==> src/rtl/cpu_pkg.sv <==
// Shared 65816 core definitions: ALU control codes, flag indices and the
// read-modify-write sequencer's operation and state encodings.
package cpu_pkg;

    // ALU flag vector bit positions
    localparam int unsigned AC = 0;
    localparam int unsigned AN = 1;
    localparam int unsigned AV = 2;
    localparam int unsigned AZ = 3;

    typedef enum logic [3:0] {
        C_ACTL_ADD = 4'd0,
        C_ACTL_SUB = 4'd1,
        C_ACTL_AND = 4'd2,
        C_ACTL_OR  = 4'd3,
        C_ACTL_XOR = 4'd4,
        C_ACTL_ASL = 4'd5,
        C_ACTL_LSR = 4'd6,
        C_ACTL_ROL = 4'd7,
        C_ACTL_ROR = 4'd8,
        C_ACTL_TSB = 4'd9,
        C_ACTL_TRB = 4'd10
    } alu_control_type;

    typedef enum logic [2:0] {
        RMW_ASL = 3'd0,
        RMW_LSR = 3'd1,
        RMW_ROL = 3'd2,
        RMW_ROR = 3'd3,
        RMW_INC = 3'd4,
        RMW_DEC = 3'd5,
        RMW_TSB = 3'd6,
        RMW_TRB = 3'd7
    } rmw_op_type;

    typedef enum logic [2:0] {
        IDLE   = 3'd0,
        RD_LO  = 3'd1,
        RD_HI  = 3'd2,
        MODIFY = 3'd3,
        WR_HI  = 3'd4,
        WR_LO  = 3'd5
    } rmw_state_type;

    // ALU operation selected for a memory RMW instruction
    function automatic alu_control_type rmw_alu_ctl(input rmw_op_type op);
        alu_control_type ctl;
        case (op)
            RMW_ASL: ctl = C_ACTL_ASL;
            RMW_LSR: ctl = C_ACTL_LSR;
            RMW_ROL: ctl = C_ACTL_ROL;
            RMW_ROR: ctl = C_ACTL_ROR;
            RMW_INC: ctl = C_ACTL_ADD;
            RMW_DEC: ctl = C_ACTL_SUB;
            RMW_TSB: ctl = C_ACTL_TSB;
            RMW_TRB: ctl = C_ACTL_TRB;
            default: ctl = C_ACTL_ADD;
        endcase
        return ctl;
    endfunction

    // ALU b operand: 1 for INC/DEC, accumulator for bit tests, else 0
    function automatic logic [15:0] rmw_alu_b(input rmw_op_type op, input logic [15:0] acc);
        logic [15:0] b;
        case (op)
            RMW_INC, RMW_DEC: b = 16'h0001;
            RMW_TSB, RMW_TRB: b = acc;
            default:          b = 16'h0000;
        endcase
        return b;
    endfunction

    // Processor flags an RMW instruction updates; V is never touched
    function automatic logic [3:0] rmw_flag_we(input rmw_op_type op);
        logic [3:0] we;
        we = 4'b0000;
        case (op)
            RMW_ASL, RMW_LSR, RMW_ROL, RMW_ROR: begin
                we[AC] = 1'b1;
                we[AN] = 1'b1;
                we[AZ] = 1'b1;
            end
            RMW_INC, RMW_DEC: begin
                we[AN] = 1'b1;
                we[AZ] = 1'b1;
            end
            RMW_TSB, RMW_TRB: begin
                we[AZ] = 1'b1;
            end
            default: we = 4'b0000;
        endcase
        return we;
    endfunction

endpackage

==> src/rtl/rmw_sequencer.sv <==
// Memory read-modify-write sequencer: reads an 8/16-bit operand byte by byte,
// presents it to the ALU, latches the result and flags, and writes the result
// back high byte first. All bus and ALU-facing outputs come from registers.
module rmw_sequencer
    import cpu_pkg::*;
#(
    parameter int unsigned ADDR_W = 24
) (
    input  logic                  clk,
    input  logic                  reset,
    input  logic                  start,
    input  rmw_op_type            op,
    input  logic [ADDR_W-1:0]     addr,
    input  logic                  bit8,
    input  logic [15:0]           b_in,
    input  logic                  c_in,
    output logic                  busy,
    output logic                  done,
    output logic [ADDR_W-1:0]     mem_addr,
    output logic                  mem_rd,
    output logic                  mem_wr,
    output logic [7:0]            mem_wdata,
    input  logic [7:0]            mem_rdata,
    input  logic                  mem_ready,
    output logic [15:0]           alu_a,
    output logic [15:0]           alu_b,
    output logic                  alu_c,
    output alu_control_type       alu_control,
    output logic                  alu_bit8,
    output logic                  alu_bcd,
    input  logic [15:0]           alu_y,
    input  logic [3:0]            alu_flgs,
    output logic [3:0]            flgs_out,
    output logic [3:0]            flgs_we
);

    localparam logic [ADDR_W-1:0] ADDR_ONE = {{(ADDR_W-1){1'b0}}, 1'b1};

    rmw_state_type     state_r,     state_s;
    rmw_op_type        op_r,        op_s;
    logic [ADDR_W-1:0] addr_r,      addr_s;
    logic              bit8_r,      bit8_s;
    logic              c_r,         c_s;
    logic [15:0]       operand_r,   operand_s;
    logic [15:0]       result_r,    result_s;
    logic [15:0]       alu_b_r,     alu_b_s;
    alu_control_type   alu_ctl_r,   alu_ctl_s;
    logic              busy_r,      busy_s;
    logic              done_r,      done_s;
    logic [ADDR_W-1:0] mem_addr_r,  mem_addr_s;
    logic              mem_rd_r,    mem_rd_s;
    logic              mem_wr_r,    mem_wr_s;
    logic [7:0]        mem_wdata_r, mem_wdata_s;
    logic [3:0]        flgs_out_r,  flgs_out_s;
    logic [3:0]        flgs_we_r,   flgs_we_s;
    logic [ADDR_W-1:0] addr_hi_s;

    assign addr_hi_s = addr_r + ADDR_ONE;

    // Next-state and next-output logic; every register holds unless a state acts on it
    always_comb begin
        state_s     = state_r;
        op_s        = op_r;
        addr_s      = addr_r;
        bit8_s      = bit8_r;
        c_s         = c_r;
        operand_s   = operand_r;
        result_s    = result_r;
        alu_b_s     = alu_b_r;
        alu_ctl_s   = alu_ctl_r;
        busy_s      = busy_r;
        done_s      = 1'b0;
        mem_addr_s  = mem_addr_r;
        mem_rd_s    = mem_rd_r;
        mem_wr_s    = mem_wr_r;
        mem_wdata_s = mem_wdata_r;
        flgs_out_s  = flgs_out_r;
        flgs_we_s   = 4'b0000;

        case (state_r)
            IDLE: begin
                if (start) begin
                    op_s       = op;
                    addr_s     = addr;
                    bit8_s     = bit8;
                    c_s        = c_in;
                    operand_s  = 16'h0000;
                    alu_b_s    = rmw_alu_b(op, b_in);
                    alu_ctl_s  = rmw_alu_ctl(op);
                    busy_s     = 1'b1;
                    mem_rd_s   = 1'b1;
                    mem_wr_s   = 1'b0;
                    mem_addr_s = addr;
                    state_s    = RD_LO;
                end else begin
                    busy_s   = 1'b0;
                    mem_rd_s = 1'b0;
                    mem_wr_s = 1'b0;
                end
            end

            RD_LO: begin
                if (mem_ready) begin
                    operand_s[7:0] = mem_rdata;
                    if (bit8_r) begin
                        mem_rd_s = 1'b0;
                        state_s  = MODIFY;
                    end else begin
                        mem_addr_s = addr_hi_s;
                        state_s    = RD_HI;
                    end
                end else begin
                    state_s = RD_LO;
                end
            end

            RD_HI: begin
                if (mem_ready) begin
                    operand_s[15:8] = mem_rdata;
                    mem_rd_s        = 1'b0;
                    state_s         = MODIFY;
                end else begin
                    state_s = RD_HI;
                end
            end

            MODIFY: begin
                result_s   = alu_y;
                flgs_out_s = alu_flgs;
                mem_wr_s   = 1'b1;
                if (bit8_r) begin
                    mem_addr_s  = addr_r;
                    mem_wdata_s = alu_y[7:0];
                    state_s     = WR_LO;
                end else begin
                    mem_addr_s  = addr_hi_s;
                    mem_wdata_s = alu_y[15:8];
                    state_s     = WR_HI;
                end
            end

            WR_HI: begin
                if (mem_ready) begin
                    mem_addr_s  = addr_r;
                    mem_wdata_s = result_r[7:0];
                    state_s     = WR_LO;
                end else begin
                    state_s = WR_HI;
                end
            end

            WR_LO: begin
                if (mem_ready) begin
                    mem_wr_s  = 1'b0;
                    busy_s    = 1'b0;
                    done_s    = 1'b1;
                    flgs_we_s = rmw_flag_we(op_r);
                    state_s   = IDLE;
                end else begin
                    state_s = WR_LO;
                end
            end

            default: begin
                busy_s   = 1'b0;
                mem_rd_s = 1'b0;
                mem_wr_s = 1'b0;
                state_s  = IDLE;
            end
        endcase
    end

    // State, latched request and registered outputs; reset drops any access in flight
    always_ff @(posedge clk or posedge reset) begin
        if (reset) begin
            state_r     <= IDLE;
            op_r        <= RMW_ASL;
            addr_r      <= {ADDR_W{1'b0}};
            bit8_r      <= 1'b0;
            c_r         <= 1'b0;
            operand_r   <= 16'h0000;
            result_r    <= 16'h0000;
            alu_b_r     <= 16'h0000;
            alu_ctl_r   <= C_ACTL_ADD;
            busy_r      <= 1'b0;
            done_r      <= 1'b0;
            mem_addr_r  <= {ADDR_W{1'b0}};
            mem_rd_r    <= 1'b0;
            mem_wr_r    <= 1'b0;
            mem_wdata_r <= 8'h00;
            flgs_out_r  <= 4'b0000;
            flgs_we_r   <= 4'b0000;
        end else begin
            state_r     <= state_s;
            op_r        <= op_s;
            addr_r      <= addr_s;
            bit8_r      <= bit8_s;
            c_r         <= c_s;
            operand_r   <= operand_s;
            result_r    <= result_s;
            alu_b_r     <= alu_b_s;
            alu_ctl_r   <= alu_ctl_s;
            busy_r      <= busy_s;
            done_r      <= done_s;
            mem_addr_r  <= mem_addr_s;
            mem_rd_r    <= mem_rd_s;
            mem_wr_r    <= mem_wr_s;
            mem_wdata_r <= mem_wdata_s;
            flgs_out_r  <= flgs_out_s;
            flgs_we_r   <= flgs_we_s;
        end
    end

    assign busy        = busy_r;
    assign done        = done_r;
    assign mem_addr    = mem_addr_r;
    assign mem_rd      = mem_rd_r;
    assign mem_wr      = mem_wr_r;
    assign mem_wdata   = mem_wdata_r;
    assign alu_a       = operand_r;
    assign alu_b       = alu_b_r;
    assign alu_c       = c_r;
    assign alu_control = alu_ctl_r;
    assign alu_bit8    = bit8_r;
    assign alu_bcd     = 1'b0;
    assign flgs_out    = flgs_out_r;
    assign flgs_we     = flgs_we_r;

endmodule
==> config.mk <==
export PLATFORM = sky130hd
export DESIGN_NAME = rmw_sequencer
export DESIGN_NICKNAME = d
export VERILOG_FILES = /design/src/rtl/cpu_pkg.sv /design/src/rtl/rmw_sequencer.sv
export SDC_FILE = /design/constraint.sdc
export NUM_CORES = 1
export LEC_CHECK = 0
export ABC_AREA = 1
export BUFFER_PORTS_ARGS = -buffer_cell sky130_fd_sc_hd__buf_2
export CAP_MARGIN = 15
export CORE_AREA = 2 2 118 120
export CTS_CLUSTER_DIAMETER = 200
export DETAILED_ROUTE_END_ITERATION = 10
export DIE_AREA = 0 0 120 122
export GPL_ROUTABILITY_DRIVEN = 0
export PLACE_DENSITY = 0.79
export REMOVE_ABC_BUFFERS = 1
export SKIP_CTS_REPAIR_TIMING = 1
export SLEW_MARGIN = 20
export SYNTH_ARGS = -nofsm -noshare
export SYNTH_HDL_FRONTEND = slang
export SYNTH_SLANG_ARGS = --single-unit
export TNS_END_PERCENT = 10
==> constraint.sdc <==
create_clock -name clk -period 8.3 [get_ports clk]
set_clock_uncertainty 0.1 [all_clocks]
set_input_delay 0.83 -clock clk [delete_from_list [all_inputs] [get_ports clk]]
set_output_delay 0.83 -clock clk [all_outputs]
set_load 0.03 [all_outputs]
==> impl_metrics.ini <==
[synthesis]
synth_fa_ha_area_share_pct = 0.427
synth-xor-area-share_pct = 0.149
yosysSeqAreaShare_pct = 49.9
synth_compound_area_share_pct = 11.0
synthCells = 789
ys_types = 34
netlist.top_cell.by_area = dfrtp_1
synth.area.top_cells = dfrtp_1 50%, nand2_1 19%, o21ai_0 6.5%
synth_area_mm2 = 0.00586
ys_ff_latch = 117
synth_top_family_by_area = simple AND/OR/NAND/NOR gates
synth_warnings = 0
synth-simple-area-share_pct = 30.8
synth_top_cell_area_share_pct = 49.9
synthMuxAreaShare_pct = 0
synth.avg_cell_area_um2 = 7.43

[place]
dp_hpwl_mm = 10.3
post-place-cells = 1098
portBuffers = 157
post-place-ws_ns = 4.94
placed_area_mm2 = 0.00674

[cells_and_area]
n_antenna_cell = 0
fin_area_mm2 = 0.00737
syn_to_final_growth_pct = 25.6
fin_util_pct = 54.5
final_common_cell = nand2_1
ff_latch_area_mm2 = 0.00293
fillers = 1284
layout.cells.non_filler = 1130
drive_above_1_share_pct = 22.4
multi_input_area_mm2 = 0.00250
fin_nets = 1016
final_cell_mix = 297 x nand2_1, 157 x buf_2, 117 x dfrtp_1

[die]
die-area_mm2 = 0.0146
start_util_pct = 43.4
fp.dieW_um = 120
fp.coreArea_mm2 = 0.0135
io_pins = 160
rows = 43
die_h_um = 122

[worst_setup_path]
criticalPathCategory = register to output port
worstPathCellList = buf_2
cp_slowest_cell = dfrtp_1
crit_required_ns = 7.37
slowest_delay_ns = 0.74
start_kind = register
critPathTopFamily = flip-flops
path_max_fanout = 20
crit_buf_inv = 1
worstPathArrival_ns = 1.47
endpoint_kind = output port

[route]
drt-wirelength-per-cell_um = 13.2
firstDrtPassIters = 5
viasPerCell = 4.94
drtIter0Drc = 368
drc = 0
routed_wirelength_mm = 14.9
vias = 5580
ant_nets = 0

[grt]
first_global_vias = 5084
antenna_found_initial = 0
grt-ovfl-total = 0
grt_max_degree = 74
grt_pass1_wl_mm = 24.3
track_usage_pct = 21.2

[timing]
report.final.hold_viol_count = 0
period_share_pct = 29.0
worst_pin_slew_ns = 1.03
report.final.setup_viol = 0
maxSlewHeadroom_pct = 31.1
rsz0062_at_grt = false
worst_slack_ns = 5.90
hold_slack_ns = 0.352
fmax_ghz = 0.416
maxSlewViolCount = 0
period_needed_ns = 2.40
setup_tns_ns = 0

[power]
max-vdd-ir-drop_v = 0.000250
powerDensity_mw_per_mm2 = 453
power.leakage_nw = 3.88
total_power_mw = 3.34

[clocking]
clkTransAtPathRegs_ns = 0.05
clock_latency_ns = 0.42
clock_sinks = 117
cts_buffers = 17
clock_path_buffers = 2
cts_tree = yes
cts_max_level = 4
cts-root-buf = clkbuf_16

[hold_path]
hold_class = register to register

[outcome]
status = completed

[job]
maxCapViolCount = 0
[area by class of cell]
cell class	count	share of cell area (%)
clock buffers	24	6.81
clock inverters	8	1.63
inverters	75	3.89
multi-input cells	566	33.9
flip-flops and latches	117	39.7
well taps	180	3.06
repair buffers	160	11.0
[flip-flops by register name, summed over array words and instances (netlist names)]
register     cells
flgs_we          3
flgs_out         4
mem_addr        24
op_r             2
state_r          3
alu_bit8         1
mem_rd           1
mem_wr           1
alu_c            1
result_r         8
alu_a           16
addr_r          24
alu_control      4
busy             1
alu_b           16
mem_wdata        8
[final timing paths]
kind | depth (start not counted) | slack, ns | end | from
min | 1 | 0.35 | flgs_we[1]$_DFF_PP0_ | op_r[1]$_DFFE_PP0P_
max reg2reg | 11 | 5.91 | mem_addr[22]$_DFFE_PP0P_ | state_r[2]$_DFFE_PP0P_
min reg2reg | 1 | 0.35 | flgs_we[1]$_DFF_PP0_ | op_r[1]$_DFFE_PP0P_
min in group asynchronous | 2 | 0.37 | alu_a[8]$_DFFE_PP0P_ | reset
max in group asynchronous | 3 | 6.37 | flgs_we[1]$_DFF_PP0_ | reset
max | 1 | 5.90 | alu_bit8 | alu_bit8$_DFFE_PP0P_
[synthesized netlist by cell type, drive strengths merged]
master,n
nand4,4
conb,1
inv,73
o31ai,1
clkinv,2
o21ai,82
xnor2,1
buf,17
nand2,301
ha,2
a22oi,1
nor3,1
nand3,59
a21boi,1
o22ai,1
clkbuf,15
o211ai,15
a21oi,7
nor2,76
or2,3
o21bai,1
dfrtp,117
a31oi,8
[layer usage]
metal  vias to the layer above  wire length [µm]  global-route usage (%)
met5                         -                 0                       0
met4                         0               325                    9.04
met3                        27               926                    5.52
met2                       177              7180                    34.2
met1                      2578              6520                    26.9
li1                       2798                 -                       -
[kinds of logic (layout without fill, tap and decap cells)]
family                   after synthesis  count (layout)
AND/OR/NAND/NOR                      444             444
AO/OA/AOI/OAI                        117             117
flip-flops                           117             117
buffers and inverters                107             267
adder cells (fa/ha/maj)                2               2
other                                  1               2
XOR/XNOR                               1               1
[where the power goes]
group / total, mW / internal (mW) / switching, mW
Clock: 0.766 / 0.510 / 0.256
Sequential: 1.03 / 0.842 / 0.192
Combinational: 1.54 / 0.448 / 1.09
Total: 3.34 / 1.80 / 1.54
No activity file was read; power rests on OpenSTA's default activity.
